### src/rtl/rsa_pkg.sv
// Shared definitions for the modular-exponentiation sequencer and the
// operand muxes it steers in the datapath.
package rsa_pkg;

  // Sequencer steps; every state other than IDLE and FIN is one multiplication.
  typedef enum logic [2:0] {
    IDLE,
    PRE,
    INIT,
    SQ,
    MUL,
    POST,
    FIN
  } state_t;

  // Operand mux select codes: a, b, constant one, constant zero.
  localparam logic [1:0] SEL_A    = 2'b00;
  localparam logic [1:0] SEL_B    = 2'b01;
  localparam logic [1:0] SEL_ONE  = 2'b10;
  localparam logic [1:0] SEL_ZERO = 2'b11;

endpackage

### src/rtl/rsa_expo_ctrl.sv
// Left-to-right square-and-multiply sequencer for C = M^E mod N.
// Each multiply step is a one-cycle ISSUE (mmm_start) followed by a WAIT that
// lasts until mmm_done. The step's result is written to exactly one register.
module rsa_expo_ctrl
  import rsa_pkg::*;
#(
  parameter int EXP_WIDTH = 8
) (
  input  logic                 clk,
  input  logic                 rst_n,
  input  logic                 start,
  input  logic [EXP_WIDTH-1:0] exponent,
  input  logic                 mmm_done,
  output logic                 mmm_start,
  output logic [1:0]           sel_x,
  output logic [1:0]           sel_y,
  output logic                 mbar_we,
  output logic                 acc_we,
  output logic                 res_we,
  output logic                 busy,
  output logic                 done
);

  localparam int IDX_W = (EXP_WIDTH > 1) ? $clog2(EXP_WIDTH) : 1;
  localparam logic [IDX_W-1:0] IDX_TOP = IDX_W'(EXP_WIDTH - 1);

  state_t               state_reg, state_next;
  logic                 wait_reg, wait_next;   // 0 = ISSUE phase, 1 = WAIT phase
  logic [IDX_W-1:0]     idx_reg, idx_next;     // current exponent bit
  logic [EXP_WIDTH-1:0] exp_reg, exp_next;     // exponent captured at start
  logic                 mul_state;
  logic                 step_done;
  logic                 bit_set;

  // State, phase, bit index and latched exponent registers.
  always_ff @(posedge clk or negedge rst_n) begin
    if (!rst_n) begin
      state_reg <= IDLE;
      wait_reg  <= 1'b0;
      idx_reg   <= '0;
      exp_reg   <= '0;
    end else begin
      state_reg <= state_next;
      wait_reg  <= wait_next;
      idx_reg   <= idx_next;
      exp_reg   <= exp_next;
    end
  end

  // Next-state logic, operand selects, multiplier request and write-enables.
  always_comb begin
    state_next = state_reg;
    wait_next  = wait_reg;
    idx_next   = idx_reg;
    exp_next   = exp_reg;
    mmm_start  = 1'b0;
    sel_x      = SEL_ZERO;
    sel_y      = SEL_ZERO;
    mbar_we    = 1'b0;
    acc_we     = 1'b0;
    res_we     = 1'b0;
    done       = 1'b0;
    busy       = (state_reg != IDLE);
    bit_set    = exp_reg[idx_reg];

    mul_state = (state_reg inside {PRE, INIT, SQ, MUL, POST});
    // A completion only counts once the request has been issued.
    step_done = mul_state && wait_reg && mmm_done;

    if (mul_state) begin
      mmm_start = !wait_reg;
      if (!wait_reg) begin
        wait_next = 1'b1;
      end else if (mmm_done) begin
        wait_next = 1'b0;
      end
    end

    case (state_reg)
      IDLE: begin
        if (start) begin
          state_next = PRE;
          exp_next   = exponent;
          wait_next  = 1'b0;
        end
      end
      PRE: begin
        // M * R^2 * R^-1 = M*R: message into the Montgomery domain.
        sel_x   = SEL_B;
        sel_y   = SEL_B;
        mbar_we = step_done;
        if (step_done) state_next = INIT;
      end
      INIT: begin
        // R^2 * 1 * R^-1 = R: Montgomery form of 1 seeds the accumulator.
        sel_x  = SEL_B;
        sel_y  = SEL_ONE;
        acc_we = step_done;
        if (step_done) begin
          state_next = SQ;
          idx_next   = IDX_TOP;
        end
      end
      SQ: begin
        sel_x  = SEL_A;
        sel_y  = SEL_A;
        acc_we = step_done;
        if (step_done) begin
          if (bit_set) begin
            state_next = MUL;
          end else if (idx_reg == '0) begin
            state_next = POST;
          end else begin
            idx_next = idx_reg - 1'b1;
          end
        end
      end
      MUL: begin
        sel_x  = SEL_A;
        sel_y  = SEL_B;
        acc_we = step_done;
        if (step_done) begin
          if (idx_reg == '0) begin
            state_next = POST;
          end else begin
            state_next = SQ;
            idx_next   = idx_reg - 1'b1;
          end
        end
      end
      POST: begin
        // Multiply by plain 1 to leave the Montgomery domain.
        sel_x  = SEL_A;
        sel_y  = SEL_ONE;
        res_we = step_done;
        if (step_done) state_next = FIN;
      end
      FIN: begin
        done       = 1'b1;
        state_next = IDLE;
      end
      default: state_next = IDLE;
    endcase
  end

endmodule
### config.mk
export PLATFORM = sky130hd
export DESIGN_NAME = rsa_expo_ctrl
export DESIGN_NICKNAME = d
export VERILOG_FILES = /design/src/rtl/rsa_pkg.sv /design/src/rtl/rsa_expo_ctrl.sv
export SDC_FILE = /design/constraint.sdc
export NUM_CORES = 1
export LEC_CHECK = 0
export BUFFER_PORTS_ARGS = -buffer_cell sky130_fd_sc_hd__buf_2
export CORE_AREA = 4 4 49 51
export DETAILED_ROUTE_END_ITERATION = 12
export DIE_AREA = 0 0 53 55
export PLACE_DENSITY = 0.71
export RECOVER_POWER = 25
export SYNTH_ARGS = -nofsm -noshare
export SYNTH_HDL_FRONTEND = slang
export SYNTH_SLANG_ARGS = --single-unit
### constraint.sdc
create_clock -name clk -period 1.57 [get_ports clk]
set_input_delay 0.157 -clock clk [delete_from_list [all_inputs] [get_ports clk]]
set_output_delay 0.157 -clock clk [all_outputs]
set_load 0.01 [all_outputs]
Yosys cells after proc, flatten, opt, wreduce, memory -nomap -nowiden
Index checks and enable logic that the tools add are counted.
{ "op_classes": {"mux": 30, "n_div": 0, "n_shift": 0, "addsub": 1, "n_bitwise": 0, "eq_ne": 14, "multipliers": 0, "n_lt_le_gt_ge": 1, "n_reduce_logical": 16} }
{ "op_table": {"columns": ["op", "n"], "rows": [
  ["2-to-1 mux 3 bit", 14],
  ["one-hot mux 3 bit (6 select lines)", 1],
  ["!= test 2 bit, second input constant", 7],
  ["2-to-1 mux 1 bit", 11],
  ["== test 3 bit, second input constant", 3],
  ["one-hot mux 3 bit (3 select lines)", 1],
  ["AND reduction 7 bit", 1],
  ["== test 3 x 2 -> 1 bit, second input constant", 2],
  ["zero test 3 bit", 2],
  ["one-hot mux 2 bit (3 select lines)", 1],
  ["nonzero test 3 bit", 2],
  ["OR reduction 2 bit", 3],
  ["OR reduction 3 bit", 2],
  ["AND reduction 5 bit", 1],
  ["nonzero test 5 bit", 1],
  ["< comparator 3 x 4 -> 1 bit, second input constant", 1],
  ["one-hot mux 2 bit (2 select lines)", 1],
  ["binary-select mux 1 bit (select 3 bit)", 1],
  ["== test 3 x 1 -> 1 bit, second input constant", 1],
  ["!= test 3 x 2 -> 1 bit, second input constant", 1],
  ["subtractor 3 x 1 -> 3 bit, second input constant", 1],
  ["logical AND 1 bit", 2],
  ["AND reduction 2 bit", 1],
  ["zero test 1 bit", 1]
]} }
{ "word_totals": {"out_inout_bits": 10, "memories": 0, "mem_bits_ro": 0, "regBits": 15, "elab_cells": 66, "mem_bits_rw": 0, "input_bits": 12, "latchBits": 0} }

Longest topological paths before layout
{ "logic_depth": {"depth_word": 6, "ltp_mapped": 7, "ltp_nobuf": 7} }

Worst setup path after synthesis
Ideal clock, no wire load.
{ "synth_path": {"path_kind": "flip-flop to flip-flop", "start": "register state_reg[2]", "end": "register exp_reg[0]", "n_path_buf": 1, "synth_period_minus_slack_ns": 1.605, "setup_ns": 0.128, "stages_incl_launch_ff": 5, "required_ns": 1.442, "slack_ns": -0.035, "arrival_time_ns": 1.478, "path_cell_list": "dfrtp_1 > buf_2 > or3_1 > nor2_4 > mux2_1"} }
{ "synth_via": {"elab_chain_len": 2} }
{ "synth_lines": {"columns": ["item", "line", "text"], "rows": [
  ["start: declaration", "rsa_expo_ctrl.sv:27", "state_t state_reg, state_next;"],
  ["start signal: assignment", "rsa_expo_ctrl.sv:43", "state_reg <= state_next;"],
  ["zero test 3 bit", "rsa_expo_ctrl.sv:79", "case (state_reg)"],
  ["AND reduction 2 bit (no source line)", null, null],
  ["end signal: assignment", "rsa_expo_ctrl.sv:46", "exp_reg <= exp_next;"],
  ["end: declaration", "rsa_expo_ctrl.sv:30", "logic [EXP_WIDTH-1:0] exp_reg, exp_next;"]
]} }
No other way between the ends.
A chain may end at the register's enable or synchronous reset.

Worst setup path after layout
{ "layout_path": {"start": "register idx_reg[0]", "end": "register state_reg[2]"} }
{ "layout_via": {"elab_chain_len": 5, "word_cells_on_any_way": 10, "classes_between": "1 x eq/ne; 7 x mux; 2 x reduce/logical"} }
{ "layout_lines": {"columns": ["item", "line", "text"], "rows": [
  ["start: declaration", "rsa_expo_ctrl.sv:29", "logic [IDX_W-1:0] idx_reg, idx_next;"],
  ["start signal: assignment", "rsa_expo_ctrl.sv:45", "idx_reg <= idx_next;"],
  ["binary-select mux 1 bit (select 3 bit)", "rsa_expo_ctrl.sv:64", "bit_set = exp_reg[idx_reg];"],
  ["2-to-1 mux 1 bit (not written as such)", "rsa_expo_ctrl.sv:64", null],
  ["2-to-1 mux 3 bit", "rsa_expo_ctrl.sv:109", "if (bit_set) begin"],
  ["2-to-1 mux 3 bit", "rsa_expo_ctrl.sv:108", "if (step_done) begin"],
  ["one-hot mux 3 bit (6 select lines)", "rsa_expo_ctrl.sv:79", null]
]} }
Parallel ways exist; a longest one is shown, timed or not. The select of a mux whose other input is x is not followed.

==> metrics.md <==
| Metric | Value |
|---|---|
| Outcome | finished, violations left |
| Failing checks | negative setup slack |
| Full die area | slightly below 0.003 mm2 |
| Layout cell share with drive strength beyond 1 | 46.88% |
| Detail Placement HPWL | 1496 um |
| Initial antenna violation count | 0 |
| Clock period minus worst slack | approximately 1600 ps |
| DRC | 0 |
| Hold Crit Class | primary input to flip-flop |
| Power per cell area | approximately 2100 mW/mm2 |
| CTS tree | done |
| DR WL/cell | around 14 um |
| Setup crit end kind | flip-flop |
| Final setup TNS | -306.4 ps |
| Setup WS post-layout | -63.71 ps |
| Clk_lat worst skew | between 200 and 300 ps |
| Total Nets Final | ~140 |
| Syn avg cell area | 9.787 um2 |
| Setup CP Type | flip-flop to flip-flop |
| Max Transition Viols Final | 0 |
| Mapped Cells | 90 |
| Commonest non-fill, non-tap cells in the layout | buf_2, dfrtp_1, a21oi_1 |
| Seq/Total Area, Yosys | between 40 and 50% |
| Worst EP arrival | roughly 1800 ps |
| Number of global-route vias before repair | between 700 and 800 |
| Die X | roughly 53 um |
| Final hold violations | 0 |
| Setup violators final | 6 |
| Initial Utilization | ~45% |
| Worst path required time | 1740 ps |
| Port Buffers | 21 |
| First-pass GRT wire length | roughly 3100 um |
| Max transition margin | between 40% and 50% |
| H-tree depth | 1 |
| Syn. warnings | 0 |
| Global placement routability congestion | slightly above 0.8 |
| Global Route Usage Sum | between 10% and 20% |
| Core area | 0.001942 mm2 |
| GRT overflow | 0 |
| Routed WL | between 2000 and 2500 um |
| CTS sink cnt | 15 |
| Critical Path Start Type | flip-flop |
| Rows | 16 |
| Area Overhead vs Synth | 39.06% |
| Final period util | 104.1% |
| Setup Skew | approximately 2.4 ps |
| Tot Pwr | roughly 2.5 mW |
| RSZ-0062 raised after global routing | true |
| Antenna-violating nets left | 0 |
| Clock transition at path regs | 90 ps |
| Fin Hold WS | 77.97 ps |
| Crit path max fanout | 5 |
| Maximum clock insertion buffer count | 2 |
| Number of vias per cell | between 5 and 6 |
| Vias | 803 |
| Largest net degree at the start of global routing | 16 |
| Max-Cap Viols | 0 |
| Post-synthesis cell area | between 800 and 900 um2 |
| Initial drt markers | 22 |
| Post-synth net total | 104 |
| CTS Buf Count | 3 |
| FMAX | 0.6121 GHz |
| Ant diodes | 0 |
| Pre-antenna DRT Iters | 4 |
| DP Worst Slack | -66.27 ps |
| CTS Root Cell | clkbuf_4 |
| Slew @ Worst Pin | between 800 and 900 ps |
| P_leak | 0.5570 nW |
| Number of flip-flops under the largest register name | 8 |
| Synth cell types | 30 |
| Die H | roughly 55 um |
| Most common cell after layout, fill and taps aside | buf_2 |
| # IOs | 22 |
| Seq cells post-synth | 15 |
| Layout Utilization | 63.08% |
| Maximum vdd ir drop | 0.001067 V |
[cell usage after synthesis (all sizes together)]
master | count | area (um2)
nand3 | 1 | 5.000
mux2 | 8 | 90.09
a211oi | 1 | 7.510
nand2b | 3 | 18.77
nor3 | 3 | 15.01
o21ai | 7 | 38.78
mux4 | 2 | 45.04
or3 | 1 | 6.260
o21a | 2 | 15.01
o32ai | 1 | 8.760
mux2i | 1 | 22.52
o21bai | 1 | 7.510
ha | 2 | 25.02
a21oi | 13 | 65.06
inv | 2 | 7.500
clkinv | 2 | 8.750
nor2 | 13 | 56.30
dfrtp | 15 | 375.4
buf | 2 | 12.51
nand2 | 5 | 18.77
nor2b | 2 | 12.51
and2 | 1 | 6.260
clkbuf | 1 | 3.750
o22a | 1 | 8.760
[through the flow]
step                instances  cell area, um2
floorplan                  90           885.9
global placement          143            1069
detailed placement        143            1069
CTS                       148            1117
global route              155            1225
finish                    155            1225
[worst max-delay path: stages (launching register included)]
cell and delay, ps:
dfrtp_2 410, mux4_2 530, mux2i_4 250, a211oi_2 100
o21ai_1 130, nand2_1 90
[cell families (layout without fill, tap and decap cells)]
group | count (synthesis) | in the layout | share of synthesized area, %
AOI/OAI and AO/OA | 26 | 26 | 17.19
and+or+nand+nor | 29 | 30 | 15.77
adders and majority gates | 2 | 2 | 2.840
buffers and inverters | 7 | 44 | 3.691
muxes | 11 | 11 | 17.90
DFF | 15 | 15 | 42.61
[timing repair]
action / in CTS / in global routing
cloned: 0 / 1
endpoints found under the setup margin: 9 / 20
pin swaps: 0 / 3
setup buffers: 0 / 6
hold buffers: 1 / 0
hold endpoints to repair: 15 / 0
gates resized for setup: 4 / 14
[per-layer routing]
layer	routed length [um]	track usage, %
met5	0	0
met4	22	6.383
met3	78	2.413
met2	1105	25.00
met1	898	18.78
[report_power, final]
group	internal, mW	leakage (nW)	switching [mW]
Sequential	0.577	0.171	0.148
Combinational	0.809	0.369	0.791
Clock	0.0948	0.0177	0.130
Total	1.48	0.557	1.07
[layout make-up]
cell class / count / area (um2)
multi-input cells: 69 / 544.3
well taps: 27 / 33.78
flip-flops and latches: 15 / 376.6
clock inverters: 1 / 5.005
repair buffers: 36 / 226.5
inverters: 4 / 16.27
clock buffers: 3 / 22.52
fillers: 171 / 716.9
[final timing paths]
path	end	from	cells past startpoint	slack, ps
worst max-delay path	state_reg[2]	idx_reg[0]	5	-60
worst min-delay path	exp_reg[4]	exponent[4]	2	80
worst max register to register	state_reg[2]	idx_reg[0]	5	-60
worst min register to register	exp_reg[4]	exp_reg[4]	1	500
max in group asynchronous	idx_reg[0]	rst_n	2	550
min in group asynchronous	exp_reg[4]	rst_n	2	460
Power figures use the tool's default switching activity.
